### src/rtl/i2c_scl_gen.sv
// I2C SCL generator: open-drain SCL at a fixed or custom rate, slave clock stretching
// with a sticky timeout, and SDA change/sample phase strobes for the bit engine.
module i2c_scl_gen #(
    parameter int CLK_FREQ_HZ = 50_000_000,
    parameter int DIV_W       = 16,
    parameter int STRETCH_MAX = 50_000
) (
    input  logic             clk,
    input  logic             reset,
    input  logic             enable,
    input  logic [1:0]       freq_mode,
    input  logic [DIV_W-1:0] custom_div,
    input  logic             scl_in,
    output logic             scl_oe,
    output logic             scl_rise,
    output logic             scl_fall,
    output logic             sda_change,
    output logic             sda_sample,
    output logic             stretching,
    output logic             busy,
    output logic             timeout
);
    localparam int SCNT_W = (STRETCH_MAX > 1) ? $clog2(STRETCH_MAX) : 1;
    localparam logic [DIV_W-1:0]  HALF_STD   = DIV_W'(CLK_FREQ_HZ / 200_000);
    localparam logic [DIV_W-1:0]  HALF_FAST  = DIV_W'(CLK_FREQ_HZ / 800_000);
    localparam logic [DIV_W-1:0]  HALF_FPLUS = DIV_W'(CLK_FREQ_HZ / 2_000_000);
    localparam logic [DIV_W-1:0]  HALF_MIN   = DIV_W'(4);
    localparam logic [SCNT_W-1:0] SCNT_LAST  = SCNT_W'(STRETCH_MAX - 1);
    localparam logic [SCNT_W-1:0] SYNC_GRACE = SCNT_W'(2);

    typedef enum logic [1:0] {
        ST_IDLE = 2'd0,
        ST_LOW  = 2'd1,
        ST_WAIT = 2'd2,
        ST_HIGH = 2'd3
    } state_t;

    state_t            state_r;
    logic [1:0]        sync_r;
    logic              scl_s;
    logic [DIV_W-1:0]  half_r;
    logic [DIV_W-1:0]  cnt_r;
    logic [DIV_W-1:0]  half_sel_s;
    logic [DIV_W-1:0]  cnt_inc_s;
    logic [DIV_W-1:0]  mid_m1_s;
    logic [DIV_W-1:0]  last_s;
    logic [SCNT_W-1:0] scnt_r;
    logic [SCNT_W-1:0] scnt_inc_s;

    assign scl_s      = sync_r[1];
    assign cnt_inc_s  = (cnt_r == {DIV_W{1'b1}}) ? cnt_r : cnt_r + DIV_W'(1);
    assign scnt_inc_s = (scnt_r == {SCNT_W{1'b1}}) ? scnt_r : scnt_r + SCNT_W'(1);
    // Strobes are registered, so they are armed one count early to land on cnt == H/2.
    assign mid_m1_s   = {1'b0, half_r[DIV_W-1:1]} - DIV_W'(1);
    assign last_s     = half_r - DIV_W'(1);

    // Half-period selection from the requested mode, custom divider clamped to 4.
    always_comb begin
        half_sel_s = HALF_STD;
        case (freq_mode)
            2'b00:   half_sel_s = HALF_STD;
            2'b01:   half_sel_s = HALF_FAST;
            2'b10:   half_sel_s = HALF_FPLUS;
            2'b11:   half_sel_s = (custom_div < HALF_MIN) ? HALF_MIN : custom_div;
            default: half_sel_s = HALF_STD;
        endcase
    end

    // Two-flop synchroniser for the asynchronous SCL pad level; idles high.
    always_ff @(posedge clk or negedge reset) begin
        if (!reset) begin
            sync_r <= 2'b11;
        end else begin
            sync_r <= {sync_r[0], scl_in};
        end
    end

    // SCL phase FSM with registered pad enable, strobes, status and timeout.
    always_ff @(posedge clk or negedge reset) begin
        if (!reset) begin
            state_r    <= ST_IDLE;
            half_r     <= '0;
            cnt_r      <= '0;
            scnt_r     <= '0;
            scl_oe     <= 1'b0;
            scl_rise   <= 1'b0;
            scl_fall   <= 1'b0;
            sda_change <= 1'b0;
            sda_sample <= 1'b0;
            stretching <= 1'b0;
            busy       <= 1'b0;
            timeout    <= 1'b0;
        end else begin
            scl_rise   <= 1'b0;
            scl_fall   <= 1'b0;
            sda_change <= 1'b0;
            sda_sample <= 1'b0;
            stretching <= 1'b0;
            if (!enable) begin
                timeout <= 1'b0;
            end
            case (state_r)
                ST_IDLE: begin
                    scl_oe <= 1'b0;
                    busy   <= 1'b0;
                    if (enable && !timeout) begin
                        half_r   <= half_sel_s;
                        cnt_r    <= '0;
                        state_r  <= ST_LOW;
                        scl_oe   <= 1'b1;
                        scl_fall <= 1'b1;
                        busy     <= 1'b1;
                    end
                end
                ST_LOW: begin
                    if (cnt_r == mid_m1_s) begin
                        sda_change <= 1'b1;
                    end
                    if (cnt_r == last_s) begin
                        state_r <= ST_WAIT;
                        scl_oe  <= 1'b0;
                        scnt_r  <= '0;
                    end else begin
                        cnt_r <= cnt_inc_s;
                    end
                end
                ST_WAIT: begin
                    if (scl_s) begin
                        state_r  <= ST_HIGH;
                        scl_rise <= 1'b1;
                        scnt_r   <= '0;
                        cnt_r    <= '0;
                    end else if (scnt_r == SCNT_LAST) begin
                        state_r <= ST_IDLE;
                        timeout <= 1'b1;
                        busy    <= 1'b0;
                        scnt_r  <= '0;
                    end else begin
                        // The first cycles of WAIT are synchroniser latency, not a stretch.
                        scnt_r     <= scnt_inc_s;
                        stretching <= (scnt_r >= SYNC_GRACE);
                    end
                end
                ST_HIGH: begin
                    if (cnt_r == mid_m1_s) begin
                        sda_sample <= 1'b1;
                    end
                    if (cnt_r == last_s) begin
                        cnt_r <= '0;
                        if (enable) begin
                            state_r  <= ST_LOW;
                            scl_oe   <= 1'b1;
                            scl_fall <= 1'b1;
                        end else begin
                            state_r <= ST_IDLE;
                            busy    <= 1'b0;
                        end
                    end else begin
                        cnt_r <= cnt_inc_s;
                    end
                end
                default: begin
                    state_r <= ST_IDLE;
                    scl_oe  <= 1'b0;
                    busy    <= 1'b0;
                end
            endcase
        end
    end
endmodule
### config.mk
export PLATFORM = sky130hd
export DESIGN_NAME = i2c_scl_gen
export DESIGN_NICKNAME = d
export VERILOG_FILES = /design/src/rtl/i2c_scl_gen.sv
export SDC_FILE = /design/constraint.sdc
export NUM_CORES = 1
export LEC_CHECK = 0
export BUFFER_PORTS_ARGS = -buffer_cell sky130_fd_sc_hd__buf_2
export CORE_MARGIN = 2
export CORE_UTILIZATION = 42
export CTS_BUF_LIST = sky130_fd_sc_hd__clkbuf_8
export CTS_CLUSTER_DIAMETER = 80
export CTS_CLUSTER_SIZE = 20
export DETAILED_ROUTE_END_ITERATION = 12
export GPL_TIMING_DRIVEN = 1
export SETUP_SLACK_MARGIN = 0.15
export SLEW_MARGIN = 25
export SYNTH_ARGS = -nofsm -noshare
export SYNTH_HDL_FRONTEND = slang
export SYNTH_SLANG_ARGS = --single-unit
### constraint.sdc
create_clock -name clk -period 4.8 [get_ports clk]
set_input_delay 0 -clock clk [delete_from_list [all_inputs] [get_ports clk]]
set_output_delay 0 -clock clk [all_outputs]
set_load 0.01 [all_outputs]
# --- Word level (Yosys, flattened, before mapping) ---
# Index checks and enable logic that the tools add are counted.
totals:
  ff_bits: 60
  elab_cells: 99
op_classes:
  add_sub_neg: 4
  n_lt_le_gt_ge: 2
  n_eq_ne: 22
  muxes: 45
  reduce_logical: 13
op_table:
  columns: ["operator", "n"]
  rows:
  - ["two-way mux 16 bit", 10]
  - ["case mux 16 bit (4 select lines)", 2]
  - ["equality test 16 bit (second input constant)", 3]
  - ["adder 16 x 1 -> 16 bit (second input constant)", 2]
  - ["equality test 16 bit", 2]
  - ["case mux 16 bit (2 select lines)", 1]
  - ["two-way mux 1 bit", 23]
  - ["inequality test 2 bit (second input constant)", 9]
  - [">= comparator 16 x 2 -> 1 bit (second input constant)", 1]
  - ["less-than comparator 16 x 3 -> 1 bit (second input constant)", 1]
  - ["subtractor 15 x 1 -> 16 bit (second input constant)", 1]
  - ["subtractor 16 x 1 -> 16 bit (second input constant)", 1]
  - ["two-way mux 2 bit", 5]
  - ["equality test 2 bit (second input constant)", 4]
  - ["case mux 2 bit (4 select lines)", 1]
  - ["AND reduction 4 bit", 2]
  - ["case mux 1 bit (3 select lines)", 2]
  - ["AND reduction 3 bit", 2]
  - ["nonzero test 3 bit", 2]
  - ["AND reduction 5 bit", 1]
  - ["equality test 2 x 1 -> 1 bit (second input constant)", 2]
  - ["logical NOT 2 bit", 2]
  - ["inequality test 4 bit (second input constant)", 1]
  - ["inequality test 3 bit (second input constant)", 1]
  - ["other kinds (5)", 5]

# --- Depth between registers and ports, before layout ---
# Gate-level depths: netlist of run 1.
depth:
  ltp_word: 5
  depth_mapped: 11
  depth_no_buf: 10

# --- Worst setup path before layout of run 1 ---
# No wires, ideal clock.
synth_timing:
  path_type: "reg-to-reg"
  from: "register half_r[0]"
  to: "register scnt_r[13]"
  setup_ns: 0.078
  arrival_ns: 3.329
  required_ns: 4.722
  setup_slack_ns: 1.393
  path_stages_with_launch: 11
  n_path_buf: 0
  path_cell_list: "dfrtp_1 > inv_1 > ha_1 > or4b_4 > nor3_2 > o2111ai_1 > or4_4 > o41ai_4 > nand4_4 > or4_1 > a21oi_1"
synth_between:
  elab_chain_cells: 4
synth_lines:
  columns: ["element", "line", "rtl"]
  rows:
  - ["start: declaration", "41", "logic [DIV_W-1:0] half_r;"]
  - ["start signal: assignment", "107", "half_r <= half_sel_s;"]
  - ["subtractor 16 x 1 -> 16 bit", "55", "assign last_s = half_r - DIV_W'(1);"]
  - ["equality test 16 bit", "119", "if (cnt_r == last_s) begin"]
  - ["inequality test 2 bit (no line)", null, null]
  - ["AND reduction 3 bit (no line)", null, null]
  - ["end signal: assignment", "140", "scnt_r <= scnt_inc_s;"]
  - ["end: declaration", "47", "logic [SCNT_W-1:0] scnt_r;"]
# No other way between the ends.
# A chain may end at the register's enable or synchronous reset.

# --- Worst setup path in the final report of run 1 ---
layout_timing:
  from: "register half_r[0]"
  to: "register cnt_r[7]"
layout_between:
  elab_chain_cells: 4
  elab_cells_between_ends: 6
  classes_between: "add/sub: 1; eq/ne: 2; mux: 2; reduce/logical: 1"
layout_lines:
  columns: ["element", "line", "rtl"]
  rows:
  - ["subtractor 16 x 1 -> 16 bit (*)", "55", null]
  - ["equality test 16 bit (*)", "119, 148", null]
  - ["two-way mux 16 bit / inequality test 2 bit (equally long branches)", null, null]
  - ["case mux 16 bit (4 select lines) / AND reduction 3 bit (equally long branches)", null, null]
  - ["end signal: assignment", "124", "cnt_r <= cnt_inc_s;"]
  - ["end signal: assignment", "159", "cnt_r <= cnt_inc_s;"]
  - ["end: declaration", "42", "logic [DIV_W-1:0] cnt_r;"]
# Mark *: on every way between the ends. The rest lies on a longest branch, timed or not.

==> results of run 1 <==
worst max path at each step:
stage                                     start                      to  slack [ns]
after global placement    half_r[0]$_DFFE_PN0P_  scnt_r[10]$_DFFE_PN0P_        1.10
after global routing      half_r[0]$_DFFE_PN0P_    cnt_r[7]$_DFFE_PN0P_        0.71
after floorplan           half_r[0]$_DFFE_PN0P_  scnt_r[13]$_DFFE_PN0P_        1.39
final                     half_r[0]$_DFFE_PN0P_    cnt_r[7]$_DFFE_PN0P_        0.94
after detailed placement  half_r[0]$_DFFE_PN0P_    cnt_r[7]$_DFFE_PN0P_        0.97
after CTS                 half_r[0]$_DFFE_PN0P_    cnt_r[7]$_DFFE_PN0P_        0.89
flip-flops by register name, indices dropped and copies added (netlist names):
register / flops
busy: 1
cnt_r: 16
half_r: 16
scl_fall: 1
scl_oe: 1
scl_rise: 1
scnt_r: 16
sda_change: 1
sda_sample: 1
state_r: 2
stretching: 1
sync_r: 2
timeout: 1
worst min-delay path: cells and delay by family:
family                 cells  cell delay [ns]
AND/OR/NAND/NOR            1             0.06
buffers and inverters      2             0.13
AO/OA/AOI/OAI              2             0.14
kinds of logic after synthesis:
logic type / share of synthesized area
XOR/XNOR: 0.106
adder cells (fa/ha/maj): 0.0327
multiplexers: 0.0244
flip-flops: 0.357
AND/OR/NAND/NOR: 0.296
buffers and inverters: 0.0398
AO/OA/AOI/OAI: 0.144
timing repair:
item / 4_1_cts / 5_1_grt
endpoints found under the hold margin: 75 / 0
setup buffers: 0 / 0
setup endpoints to repair: 0 / 0
hold buffers: 17 / 0
cells in the mapped netlist, types with 3 or more instances:
cell type  instances  area share
clkbuf_1          25       0.022
nand4_1           12       0.018
nand2b_1           7       0.010
ha_1              11       0.033
and3_1            18       0.027
nor3_1            19       0.023
buf_1              3      0.0027
a31oi_1            8       0.012
and2_1             7       0.010
o31ai_1            7       0.012
o21ai_0           21       0.025
nor4_2             3      0.0089
o2111ai_1          3      0.0062
nand3_1           14       0.017
nor4_1            10       0.015
and3b_1            4      0.0083
dfrtp_1           58        0.34
a22o_1             7       0.015
nand2_1           32       0.029
or3_1              8       0.012
xnor2_1           30       0.062
xor2_1            21       0.044
nor2_1            39       0.035
mux2i_1            8       0.019
or4_1             14       0.025
nor2b_1            5      0.0074
a21oi_1           22       0.026
nor3b_1            8       0.014
inv_1             12       0.011
metal layers:
| metal | vias to the layer above | share of wire |
|---|---|---|
| li1 | 1806 | - |
| met1 | 1703 | 0.50 |
| met2 | 75 | 0.45 |
| met3 | 15 | 0.033 |
| met4 | 0 | 0.020 |
| met5 | - | 0 |
power by group through the flow:
| stage | logic, mW | clock network, mW | registers [mW] |
|---|---|---|---|
| 2_1_floorplan | 1.01 | 0 | 0.707 |
| 4_1_cts | 1.16 | 0.482 | 0.832 |
| 5_1_grt | 1.30 | 0.498 | 0.861 |
| 3_5_place_dp | 1.15 | 0 | 0.841 |
| 6_report | 1.16 | 0.466 | 0.836 |
| 3_3_place_gp | 1.14 | 0 | 0.833 |
final cells by class:
type,count,area (um^2)
Clock inverter,5,51.3
Multi-Input combinational cell,376,2540
Clock buffer,11,151
Tap cell,133,166
Inverter,12,45.0
Timing Repair Buffer,50,345
Sequential cell,60,1500
Fill cell,913,4970
==> results.toml, run 1 <==
[run_status]
status = "completed"

[setup_path]
critical_path_peak_fanout = 12
cp_slowest_cell = "nor2_1"
r2r_start = "half_r[0]$_DFFE_PN0P_"
critPathTopFamily = "simple AND/OR/NAND/NOR gates"
ff2ff_path_depth = 10
reg2reg_to = "cnt_r[7]$_DFFE_PN0P_"
crit_arrival_ns = 4.08
path_class = "reg2reg"
critPathBufInv = 1
path_common_cell = "nor2_1"
cpPeakStageDelay_ns = 0.71
rrSetupSlack_ns = 0.94
startpoint_type = "flip-flop"
endpoint_kind = "flip-flop"
path_cells = "inv_1 -> ha_1 -> or4b_4 -> nor4_1 -> mux2_2 -> o21bai_1 -> nor4_2 -> nor2_1 -> nor2_1 -> a2111oi_0"
path_depth = 10
crit_required_ns = 5.02

[synth]
syn_inst = 479
synth_area_mm2 = 0.00421
ys_ff_latch = 60
synth_nets = 512
synth_cell_type_count = 61
synth-edff-count = 0
yosysSeqAreaShare = 0.357
yosysWarnings = 0
async_flop_share = 1.00
syn_avg_cell_area_um2 = 8.79
synth-main-ff-cell = "dfrtp_1"

[placement]
dp_hpwl_um = 7010
place_inst = 614
place_ws_ns = 0.975
portBuffers = 29
post_dp_cell_area_mm2 = 0.00443
place.gp.congestion = 0.861

[timing]
final_hold_viol_count = 0
slew_headroom = 0.416
finalSetupViolCount = 0
tightest_slew_ns = 0.873
min_period_ns = 3.86
fin_crit_sh = 0.804
timing.hold.ws_ns = 0.0270
finalMaxSlewViolations = 0
setup_tns_ns = 0
worst_slack_ns = 0.939
rsz0062_at_grt = "false"
fmax_mhz = 259
fin_worst_skew_ns = 0.0103

[cts]
ctsHtreeMaxLevel = 3
path_clk_slew_ns = 0.06
clkLatencyLatePin_ns = 0.35
cts_buffers = 9
cts_tree = "built"
root_buffer = "clkbuf_8"
clockBufferDepth = 2
cts_resized = 0
cts_sinks = 60

[pwr]
totalPowerFinal_mw = 2.46
sw_frac_of_total = 0.446
clockPowerShare = 0.189
irDropWorstVdd_uv = 245
switchingPower_mw = 1.10
power_per_cell_area_mw_per_mm2 = 512
p_int_mw = 1.36
power_leakage_nw = 2.10
power_frac_comb = 0.471
pwr-share-seq = 0.339

[routing]
wirelength_um = 9660
avgRoutedWirePerCell_um = 14.9
antenna_left = 0
first_pass_iters = 5
vias = 3599
viasPerCell = 5.56
drtIter0Drc = 181
drc_errors = 0

[hold_path]
min_path_type = "in2reg"
hold_start = "custom_div[0]"
whs_endpoint = "half_r[0]$_DFFE_PN0P_"
hold-path-cell-count = 5

[global_routing]
use_met1 = 0.257
grt_max_degree = 61
track_usage = 0.185
grt_remaining_overflow = 0
first_global_vias = 3416
grtUsageMet2 = 0.287
antenna_found_initial = 0
grt_busiest_layer = "met2"
grt_use_met3 = 0.0282
grt_pass1_wl_um = 16300

[die]
row_count = 36
die_y_um = 104
coreArea_mm2 = 0.00977
ios = 30
die_w_um = 104
start_util = 0.431
die_area_mm2 = 0.0108

[job]
drv_cap = 0

[finish]
layout_commonest_cell = "dfrtp_1"
drive_above_1_share = 0.123
design_area_mm2 = 0.00480
layout.cells.non_filler = 647
mostFrequentLayoutCells = "dfrtp_1 (58), nor2_1 (39), nand2_1 (32)"
syn2layout_area_growth_pct = 14.0
antenna_cells = 0
finalNetCount = 542
fin_util = 0.492
(Power assumes the default switching activity.)
==> inputs of run 2 (changes only) <==
--- a/config.mk
+++ b/config.mk
@@ -5,6 +5,7 @@
 export SDC_FILE = /design/constraint.sdc
 export NUM_CORES = 1
 export LEC_CHECK = 0
+export ABC_AREA = 1
 export BUFFER_PORTS_ARGS = -buffer_cell sky130_fd_sc_hd__buf_2
 export CORE_MARGIN = 2
 export CORE_UTILIZATION = 42
==> constraint.sdc (replaced) <==
create_clock -name clk -period 3.2 [get_ports clk]
set_input_delay 0 -clock clk [delete_from_list [all_inputs] [get_ports clk]]
set_output_delay 0 -clock clk [all_outputs]
set_load 0.01 [all_outputs]
==> run 2 against run 1 <==
  * Power up 45%
  * Die area up 19%
  * First-iteration DRC count up 96%
  * Critical path depth up 6
  * Global-route usage up 3.7 points
  * Critical path type unchanged
==> results.toml, run 2 <==
[job]
drv_cap = 0

[finish]
fillers = 1226
finalNetCount = 820
syn2layout_area_growth_pct = 12.0
multi_input_area_mm2 = 0.00307
seqCellArea_mm2 = 0.00150
mostFrequentLayoutCells = "nand2_1 (227), inv_1 (81), nor2_1 (70)"
design_area_mm2 = 0.00566
drive_above_1_share = 0.131
antenna_cells = 0
reg_top3 = "cnt_r: 16 flops, half_r: 16 flops, scnt_r: 16 flops"
layout_commonest_cell = "nand2_1"

[synth]
synth_nets = 784
synth.largest_area_cell = "dfrtp_1"
yosysSeqAreaShare = 0.298
synth_area_mm2 = 0.00505
yosysMostFrequentCell = "nand2_1"
synthTopCellsByCount = "nand2_1 (227), inv_1 (80), nor2_1 (70)"
syn_inst = 751
ys_ff_latch = 60
synth.top_cells.by_area = "dfrtp_1 (29%), nand2_1 (17%), nand3_1 (6.2%), xor2_1 (6.2%), inv_1 (5.9%)"
syn_avg_cell_area_um2 = 6.73
synth_top_area_share = 0.287
synth_cell_type_count = 45
synth-main-ff-cell = "dfrtp_1"
synth-edff-count = 0
yosysWarnings = 0
async_flop_share = 1.00

[setup_path]
endpoint_kind = "flip-flop"
r2r_start = "half_r[1]$_DFFE_PN0P_"
path_cells = "inv_1 -> ha_2 -> nand2_2 -> clkinv_1 -> nand2_2 -> nor2_4 -> or2_1 -> nand2_1 -> nor2_1 -> nand2_1 -> nor2_1 -> nand3_2 -> nand2_2 -> nand2_4 -> nand2_1 -> o21ai_2"
cp_slowest_cell = "dfrtp_1"
critical_path_peak_fanout = 32
rrSetupSlack_ns = 0.49
ff2ff_path_depth = 16
crit_required_ns = 3.43
crit_arrival_ns = 2.94
crit_end = "scnt_r[11]$_DFFE_PN0P_"
startpoint_type = "flip-flop"
startpoint = "half_r[1]$_DFFE_PN0P_"
path_class = "reg2reg"
reg2reg_to = "scnt_r[11]$_DFFE_PN0P_"
cpPeakStageDelay_ns = 0.39

[placement]
place.gp.congestion = 0.930
dp_hpwl_um = 10100
post_dp_cell_area_mm2 = 0.00526
portBuffers = 29

[die]
ios = 30
row_count = 40
die_area_mm2 = 0.0129
die_w_um = 114
start_util = 0.426
coreArea_mm2 = 0.0119
die_y_um = 114

[cts]
clockBufferDepth = 2
cts_sinks = 60
cts_tree = "built"
cts_buffers = 9
root_buffer = "clkbuf_8"
clkLatencyLatePin_ns = 0.35
ctsHtreeMaxLevel = 3
path_clk_slew_ns = 0.07

[pwr]
clockPowerShare = 0.202
sw_frac_of_total = 0.473
power_per_cell_area_mw_per_mm2 = 629
switchingPower_mw = 1.68
pwr-share-seq = 0.310
p_int_mw = 1.88
irDropWorstVdd_uv = 374
power_leakage_nw = 2.76
power_frac_comb = 0.489

[routing]
vias = 4930
drtIter0Drc = 355
wirelength_um = 13600
first_pass_iters = 5
antenna_left = 0
avgRoutedWirePerCell_um = 14.5
drc_errors = 0
viasPerCell = 5.25

[timing]
setup_tns_ns = 0
fin_worst_skew_ns = 0.00908
fmax_mhz = 369
final_hold_viol_count = 0
finalMaxSlewViolations = 0
tightest_slew_ns = 0.878
slew_headroom = 0.414
rsz0062_at_grt = "false"
min_period_ns = 2.71
finalSetupViolCount = 0
fin_crit_sh = 0.847

[global_routing]
first_global_vias = 4784
grt_max_degree = 38
grt_pass1_wl_um = 23200
track_usage = 0.223
antenna_found_initial = 0
grt_remaining_overflow = 0

[hold_path]
min_path_type = "in2reg"

[run_status]
status = "completed"
-- run 2: changes by cell type in the layout (fill, tap and decap cells not counted), sizes merged, moves of 12 or more --
cell,before,now
or4,15,0
xor2,21,36
a21oi,22,10
xnor2,30,17
o21ai,22,39
nand2,32,234
nand3,14,66
inv,13,84
and3,18,1
nor2,39,84
-- run 2: cells by family after synthesis --
family                     synth area share
buffers and inverters                0.0950
DFF                                   0.298
and+or+nand+nor                       0.391
xor gates and xnor gates             0.0918
adders and majority gates            0.0272
AOI/OAI and AO/OA                    0.0975
-- run 2: worst max-delay path, delay by kind of cell (launching register included) --
kind            cells  cell delay [ns]
fa+ha+maj           1             0.28
buf+inv             2             0.25
simple gates       12             1.61
flops               1             0.39
compound gates      1             0.06
-- run 2: repair_timing --
item | 4_1_cts | 5_1_grt
gates resized for setup | 0 | 1
setup buffers | 0 | 0
hold buffers | 19 | 0
endpoints found under the setup margin | 0 | 15
endpoints found under the hold margin | 39 | 0
-- run 2: stage by stage --
stage | hold WS [ns] | cells | power (mW) | utilization | worst slack, ns
floorplan | -0.296 | 751 | 2.47 | - | 0.933
global placement | 0.0308 | 904 | 2.80 | 0.444 | 0.506
detailed placement | 0.0314 | 904 | 2.81 | 0.444 | 0.436
CTS | 0.0282 | 939 | 3.57 | 0.477 | 0.423
global route | 0.0419 | 939 | 3.87 | 0.477 | 0.171
finish | 0.0268 | 939 | 3.56 | 0.477 | 0.490
-- run 2: power groups by stage --
stage | Sequential [mW] | Clock, mW | Combinational, mW
after CTS | 1.10 | 0.734 | 1.74
final | 1.10 | 0.718 | 1.74
after floorplan | 1.04 | 0 | 1.43
after global placement | 1.11 | 0 | 1.69
after global routing | 1.12 | 0.771 | 1.98
after detailed placement | 1.12 | 0 | 1.69
-- run 2: worst min path at each step --
stage                             from                     to  slack (ns)  depth (start not counted)
after floorplan                  reset       busy$_DFFE_PN0P_       -0.30                          0
after global placement           reset  half_r[4]$_DFFE_PN0P_        0.03                          1
after detailed placement         reset  half_r[4]$_DFFE_PN0P_        0.03                          1
after CTS                 freq_mode[0]  half_r[0]$_DFFE_PN0P_        0.03                          4
after global routing      freq_mode[0]  half_r[0]$_DFFE_PN0P_        0.04                          4
final                     freq_mode[0]  half_r[0]$_DFFE_PN0P_        0.03                          4
-- run 2: per-layer routing --
layer  wire [um]  global-route usage  vias to the layer above
li1            -                   -                     2488
met1        6100               0.282                     2321
met2        6630               0.378                       94
met3         504              0.0430                       27
met4         383              0.0846                        0
met5           0                   0                        -
-- run 2: area by class of cell --
type | count | area share
flip-flops and latches | 60 | 0.266
multi-input cells | 578 | 0.543
clock buffers | 11 | 0.0268
inverters | 84 | 0.0557
clock inverters | 5 | 0.00906
repair buffers | 54 | 0.0672
well taps | 147 | 0.0325
==> inputs of run 3 (changes only) <==
==> constraint.sdc (replaced) <==
create_clock -name clk -period 2.8 [get_ports clk]
set_input_delay 0 -clock clk [delete_from_list [all_inputs] [get_ports clk]]
set_output_delay 0 -clock clk [all_outputs]
set_load 0.01 [all_outputs]
==> run 3 against run 2 <==
  * Clock-buffer cell count grew 1
  * Combinational power grew 26%
  * Die area unchanged
  * Clock skew down 0.0029 ns
  * Maximum frequency grew 11%
  * Global-route usage grew 0.42 points
  * Via count decreased by 0.34%
  * Largest cell class unchanged
  * Largest power group unchanged
  * Highest routed layer unchanged
==> results.toml, run 3 (same netlist as run 2, synthesis figures left out) <==
[pwr]
p_int_mw = 2.35
clockPowerShare = 0.213
totalPowerFinal_mw = 4.39
power_frac_comb = 0.500
sw_frac_of_total = 0.464
switchingPower_mw = 2.04
irDropWorstVdd_uv = 388
power_leakage_nw = 2.81
power_per_cell_area_mw_per_mm2 = 754
pwr-share-seq = 0.287

[cts]
clockBufferDepth = 2
ctsHtreeMaxLevel = 3
cts_sinks = 60
cts_buffers = 9
cts_tree = "built"
postCtsSetupRepairBufs = 0
root_buffer = "clkbuf_8"
clkLatencyLatePin_ns = 0.36
path_clk_slew_ns = 0.07

[global_routing]
track_usage = 0.227
antenna_found_initial = 0
grt_pass1_wl_um = 23300
first_global_vias = 4793
grt_max_degree = 36
grt_remaining_overflow = 0

[routing]
vias = 4913
first_pass_iters = 5
antenna_left = 0
drc_errors = 0
viasPerCell = 5.19
avgRoutedWirePerCell_um = 14.9
wirelength_um = 14100
drtIter0Drc = 328

[die]
die_w_um = 114
ios = 30
die_y_um = 114
coreArea_mm2 = 0.0119
row_count = 40
die_area_mm2 = 0.0129
start_util = 0.426

[setup_path]
path_class = "reg2reg"
cpPeakStageDelay_ns = 0.45
cp_slowest_cell = "dfrtp_1"
endpoint_kind = "flip-flop"
crit_arrival_ns = 2.70
startpoint_type = "flip-flop"
critPathTopFamily = "simple AND/OR/NAND/NOR gates"
path_common_cell = "nand2_1"
critPathBufInv = 2
path_cells = "inv_1 -> ha_4 -> nand2_2 -> clkinv_1 -> nand2_2 -> nor2_4 -> or2_1 -> nand2_1 -> nor2_1 -> nand2_1 -> nor2_1 -> nand3_4 -> nor2_1 -> nor2_4 -> nand2_1 -> nand2_1"
critical_path_peak_fanout = 11
crit_required_ns = 3.06

[timing]
finalSetupViolCount = 0
slew_headroom = 0.449
min_period_ns = 2.44
tightest_slew_ns = 0.825
fmax_mhz = 410
fin_worst_skew_ns = 0.00621
rsz0062_at_grt = "false"
fin_crit_sh = 0.872
timing.hold.ws_ns = 0.0443
finalMaxSlewViolations = 0
final_hold_viol_count = 0
setup_tns_ns = 0

[finish]
mostFrequentLayoutCells = "nand2_1 (227), inv_1 (80), nor2_1 (69)"
antenna_cells = 0
layout_commonest_cell = "nand2_1"
reg_top3 = "cnt_r: 16 flops, half_r: 16 flops, scnt_r: 16 flops"
design_area_mm2 = 0.00583
syn2layout_area_growth_pct = 15.3
drive_above_1_share = 0.144
finalNetCount = 827

[placement]
post_dp_cell_area_mm2 = 0.00530
place.gp.congestion = 0.934
portBuffers = 29
dp_hpwl_um = 10400

[job]
drv_cap = 0

[hold_path]
min_path_type = "in2reg"

[run_status]
status = "completed"
run 3: layer usage:
metal | GRT usage | part of all wire
met1 | 0.277 | 0.43
met2 | 0.395 | 0.50
met5 | 0 | 0
met3 | 0.0542 | 0.047
met4 | 0.0780 | 0.023
run 3: tightest hold or removal path: cells and delay by family:
kind | cells | cell delay (ns)
AOI/OAI and AO/OA | 2 | 0.15
buffers and inverters | 2 | 0.14
and+or+nand+nor | 1 | 0.08
run 3: power by group through the flow:
stage	logic (mW)	registers [mW]	clock network [mW]
3_5_place_dp	1.97	1.27	0
5_1_grt	2.46	1.28	1.01
4_1_cts	2.04	1.26	0.966
6_report	2.20	1.26	0.936
3_3_place_gp	1.94	1.27	0
2_1_floorplan	1.64	1.19	0
run 3: path summary, 6_finish.rpt:
| kind | start | end | slack (ns) | depth (start not counted) |
|---|---|---|---|---|
| min | custom_div[0] | half_r[0]$_DFFE_PN0P_ | 0.04 | 5 |
| max in group asynchronous | reset | scl_oe$_DFFE_PN0P_ | 1.68 | 3 |
| max | half_r[2]$_DFFE_PN0P_ | cnt_r[0]$_DFFE_PN0P_ | 0.36 | 16 |
| max reg2reg | half_r[2]$_DFFE_PN0P_ | cnt_r[0]$_DFFE_PN0P_ | 0.36 | 16 |
| min reg2reg | sync_r[0]$_DFF_PN1_ | sync_r[1]$_DFF_PN1_ | 0.36 | 0 |
| min in group asynchronous | reset | half_r[6]$_DFFE_PN0P_ | 0.25 | 2 |
run 3: area by class of cell:
class	count	area [um^2]
inverter	84	315
timing repair buffer	60	432
multi-input combinational	579	3150
clock inverter	4	72.6
clock buffer	12	165
fill	1196	6030
tap	147	184
sequential	60	1500
run 3: timing repair:
action / 4_1_cts / 5_1_grt
endpoints found under the setup margin: 16 / 38
endpoints found under the hold margin: 49 / 0
hold buffers: 20 / 0
gates resized for setup: 1 / 14
gates cloned: 0 / 1
run 3: stage by stage:
| stage | cells | util | setup WS [ns] |
|---|---|---|---|
| after floorplan | 751 | - | 0.533 |
| after global placement | 909 | 0.447 | 0.220 |
| after detailed placement | 909 | 0.447 | 0.147 |
| after CTS | 945 | 0.485 | 0.183 |
| after global routing | 946 | 0.491 | 0.175 |
| final | 946 | 0.491 | 0.360 |
